**src/rtl/psec6_refclk_pkg.sv**
```systemverilog
// Shared definitions for the reference-clock divider selection logic.
// Provides the divider count, the highest legal selection code, the
// sequencer state encoding and a legality check for selection codes.
package psec6_refclk_pkg;

  // Five divider tgates: code 0 -> /512 ... code 4 -> /32
  localparam int NUM_DIV = 5;
  localparam logic [2:0] SEL_MAX = 3'd4;

  // Fixed encodings kept for compatibility with older netlists and probes
  localparam logic [1:0] ST_IDLE  = 2'd0;
  localparam logic [1:0] ST_BREAK = 2'd1;
  localparam logic [1:0] ST_MAKE  = 2'd2;

  typedef enum logic [1:0] {
    IDLE  = ST_IDLE,
    BREAK = ST_BREAK,
    MAKE  = ST_MAKE
  } state_e;

  // Codes 5..7 have no divider behind them
  function automatic logic sel_legal(input logic [2:0] code);
    return code <= SEL_MAX;
  endfunction

endpackage

```
**src/rtl/ref_clk_sel_decoder.sv**
```systemverilog
// Combinational decoder from a selection code to one-hot divider tgate enables.
// Ports:
//   rst   - forces every enable low when high
//   sel   - selection code, 0 -> /512 ... 4 -> /32
//   gates - one-hot enables, bit0 = /512 ... bit4 = /32; all low for codes 5..7
module ref_clk_sel_decoder
  import psec6_refclk_pkg::*;
(
  input  logic               rst,
  input  logic [2:0]         sel,
  output logic [NUM_DIV-1:0] gates
);

  // Illegal codes decode to all-off so no gate can be enabled by accident
  always_comb begin
    gates = '0;
    if (!rst) begin
      case (sel)
        3'd0:    gates = 5'b00001;
        3'd1:    gates = 5'b00010;
        3'd2:    gates = 5'b00100;
        3'd3:    gates = 5'b01000;
        3'd4:    gates = 5'b10000;
        default: gates = '0;
      endcase
    end
  end

endmodule

```
**src/rtl/ref_clk_sel_sequencer.sv**
```systemverilog
// Break-before-make sequencer for the reference-clock divider tgates.
// A selection request is taken through a valid/ready handshake. A change
// turns every gate off for DEAD_CYCLES, then enables only the new gate and
// holds it for SETTLE_CYCLES before declaring lock.
// Ports:
//   clk, rst       - block clock, synchronous active-high reset
//   sel_req_valid  - request present; held with sel_req until accepted
//   sel_req        - requested code, 0 -> /512 ... 4 -> /32
//   sel_req_ready  - request can be accepted (IDLE and not in reset)
//   tgate_control  - registered one-hot gate enables, all low while breaking
//   cur_sel        - code in force or being applied
//   locked         - selected clock has settled
//   done           - one-cycle pulse: request completed, rejected or no-op
//   err            - one-cycle pulse: request rejected for an illegal code
module ref_clk_sel_sequencer
  import psec6_refclk_pkg::*;
#(
  parameter int unsigned DEAD_CYCLES   = 4,
  parameter int unsigned SETTLE_CYCLES = 16,
  parameter logic [2:0]  RESET_SEL     = 3'd1
) (
  input  logic               clk,
  input  logic               rst,
  input  logic               sel_req_valid,
  input  logic [2:0]         sel_req,
  output logic               sel_req_ready,
  output logic [NUM_DIV-1:0] tgate_control,
  output logic [2:0]         cur_sel,
  output logic               locked,
  output logic               done,
  output logic               err
);

  localparam int unsigned CNT_MAX = (DEAD_CYCLES > SETTLE_CYCLES) ? DEAD_CYCLES : SETTLE_CYCLES;
  localparam int unsigned CNT_W   = $clog2(CNT_MAX + 1);
  localparam logic [CNT_W-1:0]   DEAD_LOAD   = CNT_W'(DEAD_CYCLES - 1);
  localparam logic [CNT_W-1:0]   SETTLE_LOAD = CNT_W'(SETTLE_CYCLES - 1);
  localparam logic [NUM_DIV-1:0] RESET_GATES = NUM_DIV'(1) << RESET_SEL;

  state_e             state_q, state_d;
  logic [CNT_W-1:0]   cnt_q, cnt_d;
  logic [2:0]         cur_sel_q, cur_sel_d;
  logic [NUM_DIV-1:0] tgate_q, tgate_d;
  logic               done_q, done_d;
  logic               err_q, err_d;
  logic               rst_settle_q, rst_settle_d;
  logic [NUM_DIV-1:0] dec_gates;
  logic               accept;

  assign sel_req_ready = (state_q == IDLE) && !rst;
  assign accept        = sel_req_valid && sel_req_ready;

  ref_clk_sel_decoder u_decoder (
    .rst   (1'b0),
    .sel   (cur_sel_q),
    .gates (dec_gates)
  );

  // Next-state logic. The settle that follows reset is flagged so that its
  // completion does not produce a done pulse. The gate register takes the
  // decoded code of the register already holding the new selection, masked
  // off whenever the next state is BREAK, so the old gate drops on the
  // accepting edge and the new gate appears only on entry to MAKE.
  always_comb begin
    state_d      = state_q;
    cnt_d        = cnt_q;
    cur_sel_d    = cur_sel_q;
    done_d       = 1'b0;
    err_d        = 1'b0;
    rst_settle_d = rst_settle_q;
    case (state_q)
      IDLE: begin
        if (accept) begin
          if (!sel_legal(sel_req)) begin
            err_d  = 1'b1;
            done_d = 1'b1;
          end else if (sel_req == cur_sel_q) begin
            done_d = 1'b1;
          end else begin
            cur_sel_d = sel_req;
            state_d   = BREAK;
            cnt_d     = DEAD_LOAD;
          end
        end
      end
      BREAK: begin
        if (cnt_q == '0) begin
          state_d = MAKE;
          cnt_d   = SETTLE_LOAD;
        end else begin
          cnt_d = cnt_q - CNT_W'(1);
        end
      end
      MAKE: begin
        if (cnt_q == '0) begin
          state_d      = IDLE;
          done_d       = !rst_settle_q;
          rst_settle_d = 1'b0;
        end else begin
          cnt_d = cnt_q - CNT_W'(1);
        end
      end
      default: state_d = IDLE;
    endcase
    tgate_d = dec_gates & {NUM_DIV{state_d != BREAK}};
  end

  // Reset loads the reset gate directly; from either BREAK (all off) or
  // MAKE (one gate) this is a single one-hot step, never multi-hot.
  always_ff @(posedge clk) begin
    if (rst) begin
      state_q      <= MAKE;
      cnt_q        <= SETTLE_LOAD;
      cur_sel_q    <= RESET_SEL;
      tgate_q      <= RESET_GATES;
      done_q       <= 1'b0;
      err_q        <= 1'b0;
      rst_settle_q <= 1'b1;
    end else begin
      state_q      <= state_d;
      cnt_q        <= cnt_d;
      cur_sel_q    <= cur_sel_d;
      tgate_q      <= tgate_d;
      done_q       <= done_d;
      err_q        <= err_d;
      rst_settle_q <= rst_settle_d;
    end
  end

  assign tgate_control = tgate_q;
  assign cur_sel       = cur_sel_q;
  assign locked        = (state_q == IDLE);
  assign done          = done_q;
  assign err           = err_q;

endmodule

```
**config.mk**
```make
export PLATFORM = sky130hd
export DESIGN_NAME = ref_clk_sel_sequencer
export DESIGN_NICKNAME = d
export VERILOG_FILES = /design/src/rtl/psec6_refclk_pkg.sv /design/src/rtl/ref_clk_sel_decoder.sv /design/src/rtl/ref_clk_sel_sequencer.sv
export SDC_FILE = /design/constraint.sdc
export NUM_CORES = 1
export LEC_CHECK = 0
export ABC_AREA = 0
export BUFFER_PORTS_ARGS = -buffer_cell sky130_fd_sc_hd__buf_4
export CAP_MARGIN = 5
export CORE_MARGIN = 5
export CORE_UTILIZATION = 58
export DETAILED_ROUTE_END_ITERATION = 10
export PLACE_DENSITY = 0.82
export SYNTH_ARGS = -nofsm -noshare
export SYNTH_HDL_FRONTEND = slang
export SYNTH_HIERARCHICAL = 1
export SYNTH_SLANG_ARGS = --single-unit
```
**constraint.sdc**
```tcl
create_clock -name clk -period 3.2 [get_ports clk]
set_input_delay 0.32 -clock clk [delete_from_list [all_inputs] [get_ports clk]]
set_output_delay 0.32 -clock clk [all_outputs]
set_load 0.1 [all_outputs]
```
==> results.sh <==
export IMPL_rsz0062_at_grt="false"
export IMPL_ios=18
export IMPL_ys_ff_latch=18
export IMPL_cts_root_buf="clkbuf_4"
export IMPL_cts_repair_resized=0
export IMPL_htreeDepth=1
export IMPL_utilization_pct=72.0
export IMPL_n_antenna_cell=0
export IMPL_dieHeight_um=52.1
export IMPL_via_per_inst=5.79
export IMPL_ys_async_sr_fraction_pct=0
export IMPL_yosysTopAreaCell="dfxtp_1"
export IMPL_ys_top_cells_by_count="dfxtp_1, nor2_1, inv_1"
export IMPL_status="finished, final reports clean"
export IMPL_die_w_um=52.1
export IMPL_drt_wl_total_um=2260
export IMPL_critPathArrivalTime_ns=2.16
export IMPL_fmax_ghz=0.503
export IMPL_first_pass_iters=4
export IMPL_synth_area_leaders="dfxtp_1, ha_1, nor3b_1"
export IMPL_core_mm2=0.00171
export IMPL_setup_violations_final=0
export IMPL_min_path_cells=3
export IMPL_cp_start_kind="flop"
export IMPL_layout_drive_gt1_share_pct=25.0
export IMPL_clk_pin_slew_ns=0.11
export IMPL_grt_max_degree=16
export IMPL_min_path_type="input port to flop"
export IMPL_grt_overflow=0
export IMPL_wl_per_cell_um=14.0
export IMPL_worstReg2RegStart="cnt_q[0]$_SDFFE_PP1P_"
export IMPL_hold_viol=0
export IMPL_drtAntennaViolNets=0
export IMPL_worstPathMaxFanout=8
export IMPL_nFillCells=143
export IMPL_finalPower_uw=909
export IMPL_start_util_pct=60.1
export IMPL_finClkSkew_ns=0.00194
export IMPL_rows=15
export IMPL_io_buffers=17
export IMPL_die_area_mm2=0.00271
export IMPL_synth_cells=112
export IMPL_drc=0
export IMPL_antenna_found_initial=0
export IMPL_path_class="flop to flop"
export IMPL_num_nets_final=148
export IMPL_hold_end="cur_sel[0]$_SDFFE_PP1P_"
export IMPL_yosysTopAreaCellShare_pct=35.1
export IMPL_ir_drop_uv=445
export IMPL_syn_to_final_growth_pct=19.7
export IMPL_ys_warn_count=6
export IMPL_num_vias=932
export IMPL_crit_path_end_kind="flop"
export IMPL_power_per_cell_area_mw_per_mm2=739
export IMPL_grt_pass1_wl_um=4020
export IMPL_ff2ff_path_depth=7
export IMPL_synth_edf_count=0
export IMPL_p_leak_nw=0.589
export IMPL_fin_crit_ns=1.99
export IMPL_reg2reg_to="tgate_control[0]$_SDFF_PP0_"
export IMPL_cts_sinks=18
export IMPL_synthDistinctLibCells=39
export IMPL_finalSetupTns_ns=0
export IMPL_post_cts_buffers=0
export IMPL_grt_usage_pct=19.2
export IMPL_clk_path_buf_depth=2
export IMPL_hold_start="sel_req[0]"
export IMPL_required_ns=3.38
export IMPL_grt_pass1_vias=929
export IMPL_max_cap_violations=0
export IMPL_synth_most_common_cell="dfxtp_1"
export IMPL_rrSetupSlack_ns=1.21
export IMPL_cts_tree="yes"
export IMPL_clkLatencyLatePin_ns=0.29
export IMPL_synth_avg_cell_area_um2=9.17
export IMPL_fin_crit_sh_pct=62.2
export IMPL_gp_congestion=0.934
export IMPL_dp_hpwl_um=1670
export IMPL_tritoncts_num_buffers=3
export IMPL_slew_violations=0
export IMPL_ys_flop_type="dfxtp_1"
export IMPL_cts_hold_buf=0
export IMPL_syn_area_mm2=0.00103
export IMPL_drtIter0Drc=26
export IMPL_ys_seq_area_share_pct=35.1
## cell families (layout without fill, tap and decap cells)
family,after synthesis,count (layout),share of synthesized area (%)
adder cells (fa/ha/maj),5,5,6.09
XOR/XNOR,1,1,0.853
multiplexers,3,3,2.92
AND/OR/NAND/NOR,44,44,27.2
buffers and inverters,10,30,4.02
flip-flops,18,18,35.1
other,1,5,0.365
AO/OA/AOI/OAI,30,30,23.5
## critical path, stage by stage (launching register included)
cell and delay, ns:
dfxtp_1 0.34, inv_1 0.08, ha_1 0.21, nor4b_4 0.42, o21ba_2 0.23, nand4_2 0.14
a221oi_4 0.37, nor3b_1 0.09
## metal layers
layer / track usage, % / part of all wire, %
met1: 23.3 / 43
met2: 32.4 / 50
met3: 4.30 / 6.6
met4: 7.42 / 1.2
met5: 0 / 0
## final cells by class
| cell class | count | area (um2) | area share, % |
|---|---|---|---|
| Timing Repair Buffer | 17 | 128 | 10.4 |
| Tap cell | 25 | 31.3 | 2.54 |
| Inverter | 9 | 33.8 | 2.75 |
| Sequential cell | 18 | 360 | 29.3 |
| Multi-Input combinational cell | 88 | 641 | 52.1 |
| Clock buffer | 4 | 36.3 | 2.95 |
## per-stage QoR
step           area, um2  std cells  worst slack [ns]  hold WS (ns)
2_1_floorplan       1040        116            0.0918         0.398
3_3_place_gp        1190        157              1.32         0.432
3_5_place_dp        1190        157              1.21         0.435
4_1_cts             1230        161              1.20         0.264
5_1_grt             1230        161              1.02         0.265
6_report            1230        161              1.21         0.271
## report_power, final
| group | switching (mW) | internal, mW |
|---|---|---|
| Combinational | 0.312 | 0.164 |
| Sequential | 0.0351 | 0.257 |
| Clock | 0.0712 | 0.0692 |
| Total | 0.418 | 0.491 |
## placed cells by master, fill, tap and decap left out, types with 3 or more instances in the layout
master / Yosys / final
a21oi_1: 7 / 7
buf_4: 1 / 17
clkbuf_4: 0 / 3
conb_1: 1 / 5
dfxtp_1: 18 / 18
ha_1: 5 / 5
inv_1: 9 / 9
mux2i_1: 3 / 3
nand2_1: 6 / 6
nor2_1: 11 / 11
nor3_1: 5 / 5
nor3b_1: 6 / 6
nor4_1: 3 / 3
nor4b_1: 3 / 3
o21ai_0: 6 / 6
## how the worst max path moves through the flow
stage / depth (start not counted) / startpoint / slack, ns / endpoint
final: 7 / cnt_q[0]$_SDFFE_PP1P_ / 1.21 / tgate_control[0]$_SDFF_PP0_
after global routing: 7 / cnt_q[0]$_SDFFE_PP1P_ / 1.02 / tgate_control[4]$_SDFF_PP0_
after CTS: 7 / cnt_q[0]$_SDFFE_PP1P_ / 1.20 / tgate_control[0]$_SDFF_PP0_
after detailed placement: 7 / cnt_q[0]$_SDFFE_PP1P_ / 1.21 / tgate_control[0]$_SDFF_PP0_
after global placement: 7 / cnt_q[0]$_SDFFE_PP1P_ / 1.32 / tgate_control[0]$_SDFF_PP0_
after floorplan: 4 / state_q[1]$_SDFF_PP1_ / 0.09 / sel_req_ready
## flip-flops by register name, indices dropped and copies added, names as in the netlist
register,flops
done,1
state_q,2
cnt_q,5
tgate_control,5
rst_settle_q,1
cur_sel,3
err,1
(Power assumes the default switching activity.)
